## config.mk

```make
export PLATFORM = sky130hd
export DESIGN_NAME = axis_c_result_collector
export DESIGN_NICKNAME = d
export VERILOG_FILES = /design/src/rtl/axis_c_result_collector.sv
export SDC_FILE = /design/constraint.sdc
export NUM_CORES = 2
export LEC_CHECK = 0
export BUFFER_PORTS_ARGS = -buffer_cell sky130_fd_sc_hd__buf_2
export CAP_MARGIN = 20
export CELL_PAD_IN_SITES_DETAIL_PLACEMENT = 2
export CELL_PAD_IN_SITES_GLOBAL_PLACEMENT = 2
export CORE_UTILIZATION = 25
export CTS_CLUSTER_DIAMETER = 30
export DETAILED_ROUTE_END_ITERATION = 12
export PLACE_DENSITY_LB_ADDON = 0.1
export SYNTH_ARGS = -nofsm -noshare
export SYNTH_HDL_FRONTEND = slang
export SYNTH_SLANG_ARGS = --single-unit
export TNS_END_PERCENT = 50
```

## constraint.sdc

```tcl
create_clock -name clk -period 3.1 [get_ports clk]
set_input_delay 0.465 -clock clk [delete_from_list [all_inputs] [get_ports clk]]
set_output_delay 0.465 -clock clk [all_outputs]
set_load 0.02 [all_outputs]
```

## src/rtl/axis_c_result_collector.sv

```systemverilog
`default_nettype none
// ============================================================================
// Module   : axis_c_result_collector
// Purpose  : Sink for the accelerator C result stream. After a legal arm it
//            accepts cfg_len beats into an internal buffer and checks that
//            tlast coincides with the final beat. The buffer stays readable
//            through a registered random-access read port in every state.
// Revision : 1.0 - initial release
//
// Ports
//   clk, rst_n          clock, synchronous active-low reset
//   arm, cfg_len        start pulse and expected beat count (sampled on arm)
//   s_axis_c_*          AXI4-Stream slave (tvalid/tready/tdata/tlast)
//   rd_en, rd_addr      buffer read request and word address
//   rd_data, rd_valid   read data, one cycle after rd_en
//   busy, done          state indicators (COLLECT, DONE)
//   beat_cnt            beats accepted in the current/last run
//   err_cfg             sticky: arm with cfg_len of 0 or above DEPTH
//   err_early_last      sticky: tlast before the final beat
//   err_missing_last    sticky: final beat without tlast
//   checksum            (COLLECTOR_CHECKSUM_EN only) running sum of tdata
//
// Build option
//   COLLECTOR_CHECKSUM_EN : when defined, adds the checksum output.
// ============================================================================
module axis_c_result_collector #(
  parameter int DATA_W = 32,
  parameter int DEPTH  = 64,
  parameter int CNT_W  = $clog2(DEPTH) + 1
) (
  input  logic              clk,
  input  logic              rst_n,
  input  logic              arm,
  input  logic [CNT_W-1:0]  cfg_len,
  input  logic              s_axis_c_tvalid,
  output logic              s_axis_c_tready,
  input  logic [DATA_W-1:0] s_axis_c_tdata,
  input  logic              s_axis_c_tlast,
  input  logic              rd_en,
  // One bit wider than the buffer index so out-of-range reads are visible.
  input  logic [CNT_W-1:0]  rd_addr,
  output logic [DATA_W-1:0] rd_data,
  output logic              rd_valid,
  output logic              busy,
  output logic              done,
  output logic [CNT_W-1:0]  beat_cnt,
  output logic              err_cfg,
  output logic              err_early_last,
`ifdef COLLECTOR_CHECKSUM_EN
  output logic              err_missing_last,
  output logic [DATA_W-1:0] checksum
`else
  output logic              err_missing_last
`endif
);

  localparam int              AW      = CNT_W - 1;
  localparam logic [CNT_W-1:0] DEPTH_C = CNT_W'(DEPTH);
  localparam logic [CNT_W-1:0] ONE_C   = CNT_W'(1);

  typedef enum logic [1:0] {
    S_IDLE    = 2'd0,
    S_COLLECT = 2'd1,
    S_DONE    = 2'd2
  } state_t;

  state_t            state;
  logic [CNT_W-1:0]  last_idx;   // cfg_len - 1, index of the final beat
  logic [DATA_W-1:0] mem [DEPTH];

  logic handshake;
  logic cfg_ok;
  logic is_final;

  assign handshake = s_axis_c_tvalid && s_axis_c_tready;
  assign cfg_ok    = (cfg_len != '0) && (cfg_len <= DEPTH_C);
  assign is_final  = (beat_cnt == last_idx);

  // --------------------------------------------------------------------------
  // Control FSM. tready/busy/done are registered and updated together with
  // the state, so tready drops on the same edge that leaves COLLECT.
  // --------------------------------------------------------------------------
  always_ff @(posedge clk) begin
    if (!rst_n) begin
      state            <= S_IDLE;
      last_idx         <= '0;
      beat_cnt         <= '0;
      s_axis_c_tready  <= 1'b0;
      busy             <= 1'b0;
      done             <= 1'b0;
      err_cfg          <= 1'b0;
      err_early_last   <= 1'b0;
      err_missing_last <= 1'b0;
`ifdef COLLECTOR_CHECKSUM_EN
      checksum         <= '0;
`endif
    end else begin
      case (state)
        S_IDLE, S_DONE: begin
          if (arm) begin
            if (cfg_ok) begin
              state            <= S_COLLECT;
              last_idx         <= cfg_len - ONE_C;
              beat_cnt         <= '0;
              s_axis_c_tready  <= 1'b1;
              busy             <= 1'b1;
              done             <= 1'b0;
              err_cfg          <= 1'b0;
              err_early_last   <= 1'b0;
              err_missing_last <= 1'b0;
`ifdef COLLECTOR_CHECKSUM_EN
              checksum         <= '0;
`endif
            end else begin
              err_cfg <= 1'b1;
            end
          end
        end

        S_COLLECT: begin
          if (handshake) begin
            beat_cnt <= beat_cnt + ONE_C;
`ifdef COLLECTOR_CHECKSUM_EN
            checksum <= checksum + s_axis_c_tdata;
`endif
            // Either the final beat or an early tlast terminates the run.
            if (is_final || s_axis_c_tlast) begin
              state           <= S_DONE;
              s_axis_c_tready <= 1'b0;
              busy            <= 1'b0;
              done            <= 1'b1;
              if (is_final && !s_axis_c_tlast) err_missing_last <= 1'b1;
              if (!is_final)                   err_early_last   <= 1'b1;
            end
          end
        end

        default: begin
          state           <= S_IDLE;
          s_axis_c_tready <= 1'b0;
          busy            <= 1'b0;
          done            <= 1'b0;
        end
      endcase
    end
  end

  // --------------------------------------------------------------------------
  // Buffer write. Kept free of reset so it maps onto RAM primitives.
  // beat_cnt stays below DEPTH while tready is high, so the index is in range.
  // --------------------------------------------------------------------------
  always_ff @(posedge clk) begin
    if (handshake) begin
      mem[beat_cnt[AW-1:0]] <= s_axis_c_tdata;
    end
  end

  // --------------------------------------------------------------------------
  // Registered read port. A same-cycle write to the read address returns the
  // previous contents (read-before-write).
  // --------------------------------------------------------------------------
  always_ff @(posedge clk) begin
    if (!rst_n) begin
      rd_valid <= 1'b0;
      rd_data  <= '0;
    end else begin
      rd_valid <= rd_en;
      if (rd_en) begin
        rd_data <= (rd_addr < DEPTH_C) ? mem[rd_addr[AW-1:0]] : '0;
      end
    end
  end

endmodule
`default_nettype wire
```

==> reports/qor.txt <==
H-tree Lvls: 6
vias in the first global route: 48500
Async SR Flop Fraction: 0%
Critical R2R Capture: mem[23][25]$_DFFE_PP_
clk slew on worst S/H paths: 0.04 ns
Final GP Congestion: 0.751
highest clock rate: 371 MHz
status: complete, no violations
DRT antenna net count: 0
Cell Area, Synth: 80400 µm²
largest net degree at the start of global routing: 65
last element of the critical path: rd_data[21]$_SDFFE_PN0P_
min Tclk post-route: 2.70 ns
max-cap violation count: 0
YS warnings: 0
port bufs: 97
worst slew pin tran: 1.23 ns
pwr/cell area: 838 nW/µm²
CP Class: in2reg
Slew Viols, Final: 0
core area: 319000 µm²
Post-Synthesis Cells: 3631
Pwr Total: 92.4 mW
Hold/Removal Path Class: in2reg
Total Wirelength: 322000 µm
# rows: 207
GR Util All Layers: 19.7%
Clock Path Buffers: 4
number of fill cells: 31000
DP Wirelength: 195000 µm
CTS hold repair buffers: 25
via count: 44300
CP Data Required Time: 3.99 ns
share of the synthesized area in the top cell type: 76.5%
DR pass1 iterations: 5
reg-to-reg slack, setup: 0.44 ns
most area-hungry cell type in the Yosys netlist: edfxtp_1
distinct cell type count after synthesis: 63
Reg2Reg Depth: 3
# IOs: 98
Vias per Instance: 4.72
share of the yosys chip area belonging to registers: 77.8%
Reg2Reg Launch Point: beat_cnt[4]$_SDFFE_PN0P_
slew margin rel.: 17.6%
RSZ-0062 raised after global routing: false
initial antenna violation count: 48
top post-synthesis cells by area: edfxtp_1 76%, mux4_2 14%, mux2i_1 1.4%, dfxtp_1 1.3%, nor2_1 0.54%
share of cells above drive strength 1: 39.9%
post-CTS setup buffers: 0
dpl cells: 8286
post-synthesis net count: 3685
Iteration-0 DRC Markers: 3570
first-pass GRT wire length: 432000 µm
die area: 324000 µm²
Peak VDD IR: 0.000530 V
final number of hold-violating endpoints: 0
P_leak: 36.7 nW
Clock Latency Late Sink: 0.98 ns
cell with the most instances after synthesis: edfxtp_1
Yosys reg bits: 2101
Crit. Startpoint: rd_addr[5]
CTS tree: yes
Worst EP arrival: 3.59 ns
Most used DFF post-synth: edfxtp_1
area delta synth->final: 37.1%
crit end category: register
Final Cycle Share: 86.9%
grt total ovfl: 0
root buffer cell: clkbuf_16
Worst setup SP type: input pin
Final nets: 4661
most common library cells after synthesis: 2048 x edfxtp_1, 511 x mux4_2, 116 x mux2i_1, 116 x nor2_1, 102 x nand2_1
DR WL/cell: 34.3 µm
Num CTS Buffers: 575
number of flops mapped to enable cells by yosys: 2048
initial core utilization: 25.2%
DRC Markers: 0
worst clock skew: 0.0440 ns
final cell count without fillers: 9378
post-CTS resize count: 0
Max FO, Critical Path: 22
Syn Area/Cell: 22.1 µm²
Die Wd: 569 µm
clock sink count: 2101
Die Y-Extent: 569 µm
Setup Viol. Count Final: 0
[cell families (layout without fill, tap and decap cells)]
family | after synthesis | in the layout | synth area share [%]
compound gates | 297 | 297 | 2.55
xor+xnor | 15 | 15 | 0.163
fa+ha+maj | 2 | 2 | 0.0311
buf+inv | 204 | 1648 | 1.36
flops | 2101 | 2101 | 77.8
mux | 640 | 640 | 15.9
other cells | 0 | 19 | 0
simple gates | 372 | 372 | 2.16
[power by group]
part	switching [mW]	leakage [nW]	internal [mW]
logic	2.10	8.59	1.28
clock network	18.2	9.26	39.4
registers	0.0795	18.8	31.3
[worst min path at each step]
| stage | from | endpoint | slack (ns) | depth (start not counted) |
|---|---|---|---|---|
| floorplan | last_idx[6]$_SDFFE_PN0P_ | last_idx[6]$_SDFFE_PN0P_ | 0.42 | 2 |
| global placement | last_idx[6]$_SDFFE_PN0P_ | last_idx[6]$_SDFFE_PN0P_ | 0.43 | 2 |
| detailed placement | last_idx[6]$_SDFFE_PN0P_ | last_idx[6]$_SDFFE_PN0P_ | 0.44 | 2 |
| CTS | s_axis_c_tdata[30] | mem[22][30]$_DFFE_PP_ | 0.002 | 1 |
| global route | s_axis_c_tdata[30] | mem[22][30]$_DFFE_PP_ | 0.06 | 1 |
| finish | s_axis_c_tdata[30] | mem[22][30]$_DFFE_PP_ | 0.07 | 1 |
[layout by cell type, fill, tap and decap left out, drive strengths merged, types with 17 or more instances in the layout]
cell type,Yosys,routed
a211oi,24,24
a21oi,35,35
a22oi,33,33
buf,132,567
bufinv,0,57
clkbuf,62,707
clkinv,0,234
clkinvlp,0,27
dfxtp,53,53
diode,0,19
dlygate4sd3,0,26
edfxtp,2048,2048
inv,10,30
mux2i,116,116
mux4,511,511
nand2,102,102
nand2b,17,17
nand3,42,42
nor2,116,116
nor2b,24,24
nor3,17,17
o21ai,48,48
o22ai,58,58
[final cells by class]
class	count	area, µm²	area share [%]
tap	4284	5360	4.86
multi-input combinational	1326	17300	15.7
inverter	10	40.0	0.0363
clock buffer	707	15200	13.8
antenna	19	47.5	0.0431
sequential	2101	62600	56.7
timing repair buffer	593	5920	5.37
clock inverter	338	3880	3.52
[registers in the layout, summed over array words and instances (netlist names)]
signal and count:
state 2, err_missing_last 1, rd_valid 1, err_cfg 1
rd_data 32, busy 1, mem 2048, last_idx 7
beat_cnt 7, err_early_last 1
[worst max-delay path, stage by stage]
cell and delay (ns):
buf_4 0.37, nand2b_1 0.35, buf_4 0.26, nor2_1 0.14, buf_4 0.23, a21oi_1 0.23
o21ai_0 0.16, a31oi_1 0.91, buf_4 0.25, a32o_1 0.15
[per-layer routing]
metal  vias up  global-route usage (%)  share of wire (%)
met4         4                    6.08                2.7
met1     24700                    26.4                 43
li1      17700                       -                  -
met2      1377                    32.5                 48
met3       496                    3.51                5.4
met5         -                       0             0.0050
[through the flow]
stage               instance area (µm²)  util [%]  worst slack [ns]  TNS, ns  hold slack, ns
floorplan                         80400         -           -0.0629   -22.39           0.420
global placement                  90800      28.5             -1.18    -3.49           0.430
detailed placement                90800      28.5            -0.539    -2.50           0.443
CTS                              110000      34.5             0.416        0         0.00211
global route                     110000      34.5             0.384        0          0.0583
finish                           110000      34.6             0.405        0          0.0687
Note: power is estimated with default switching activity, not from simulation.
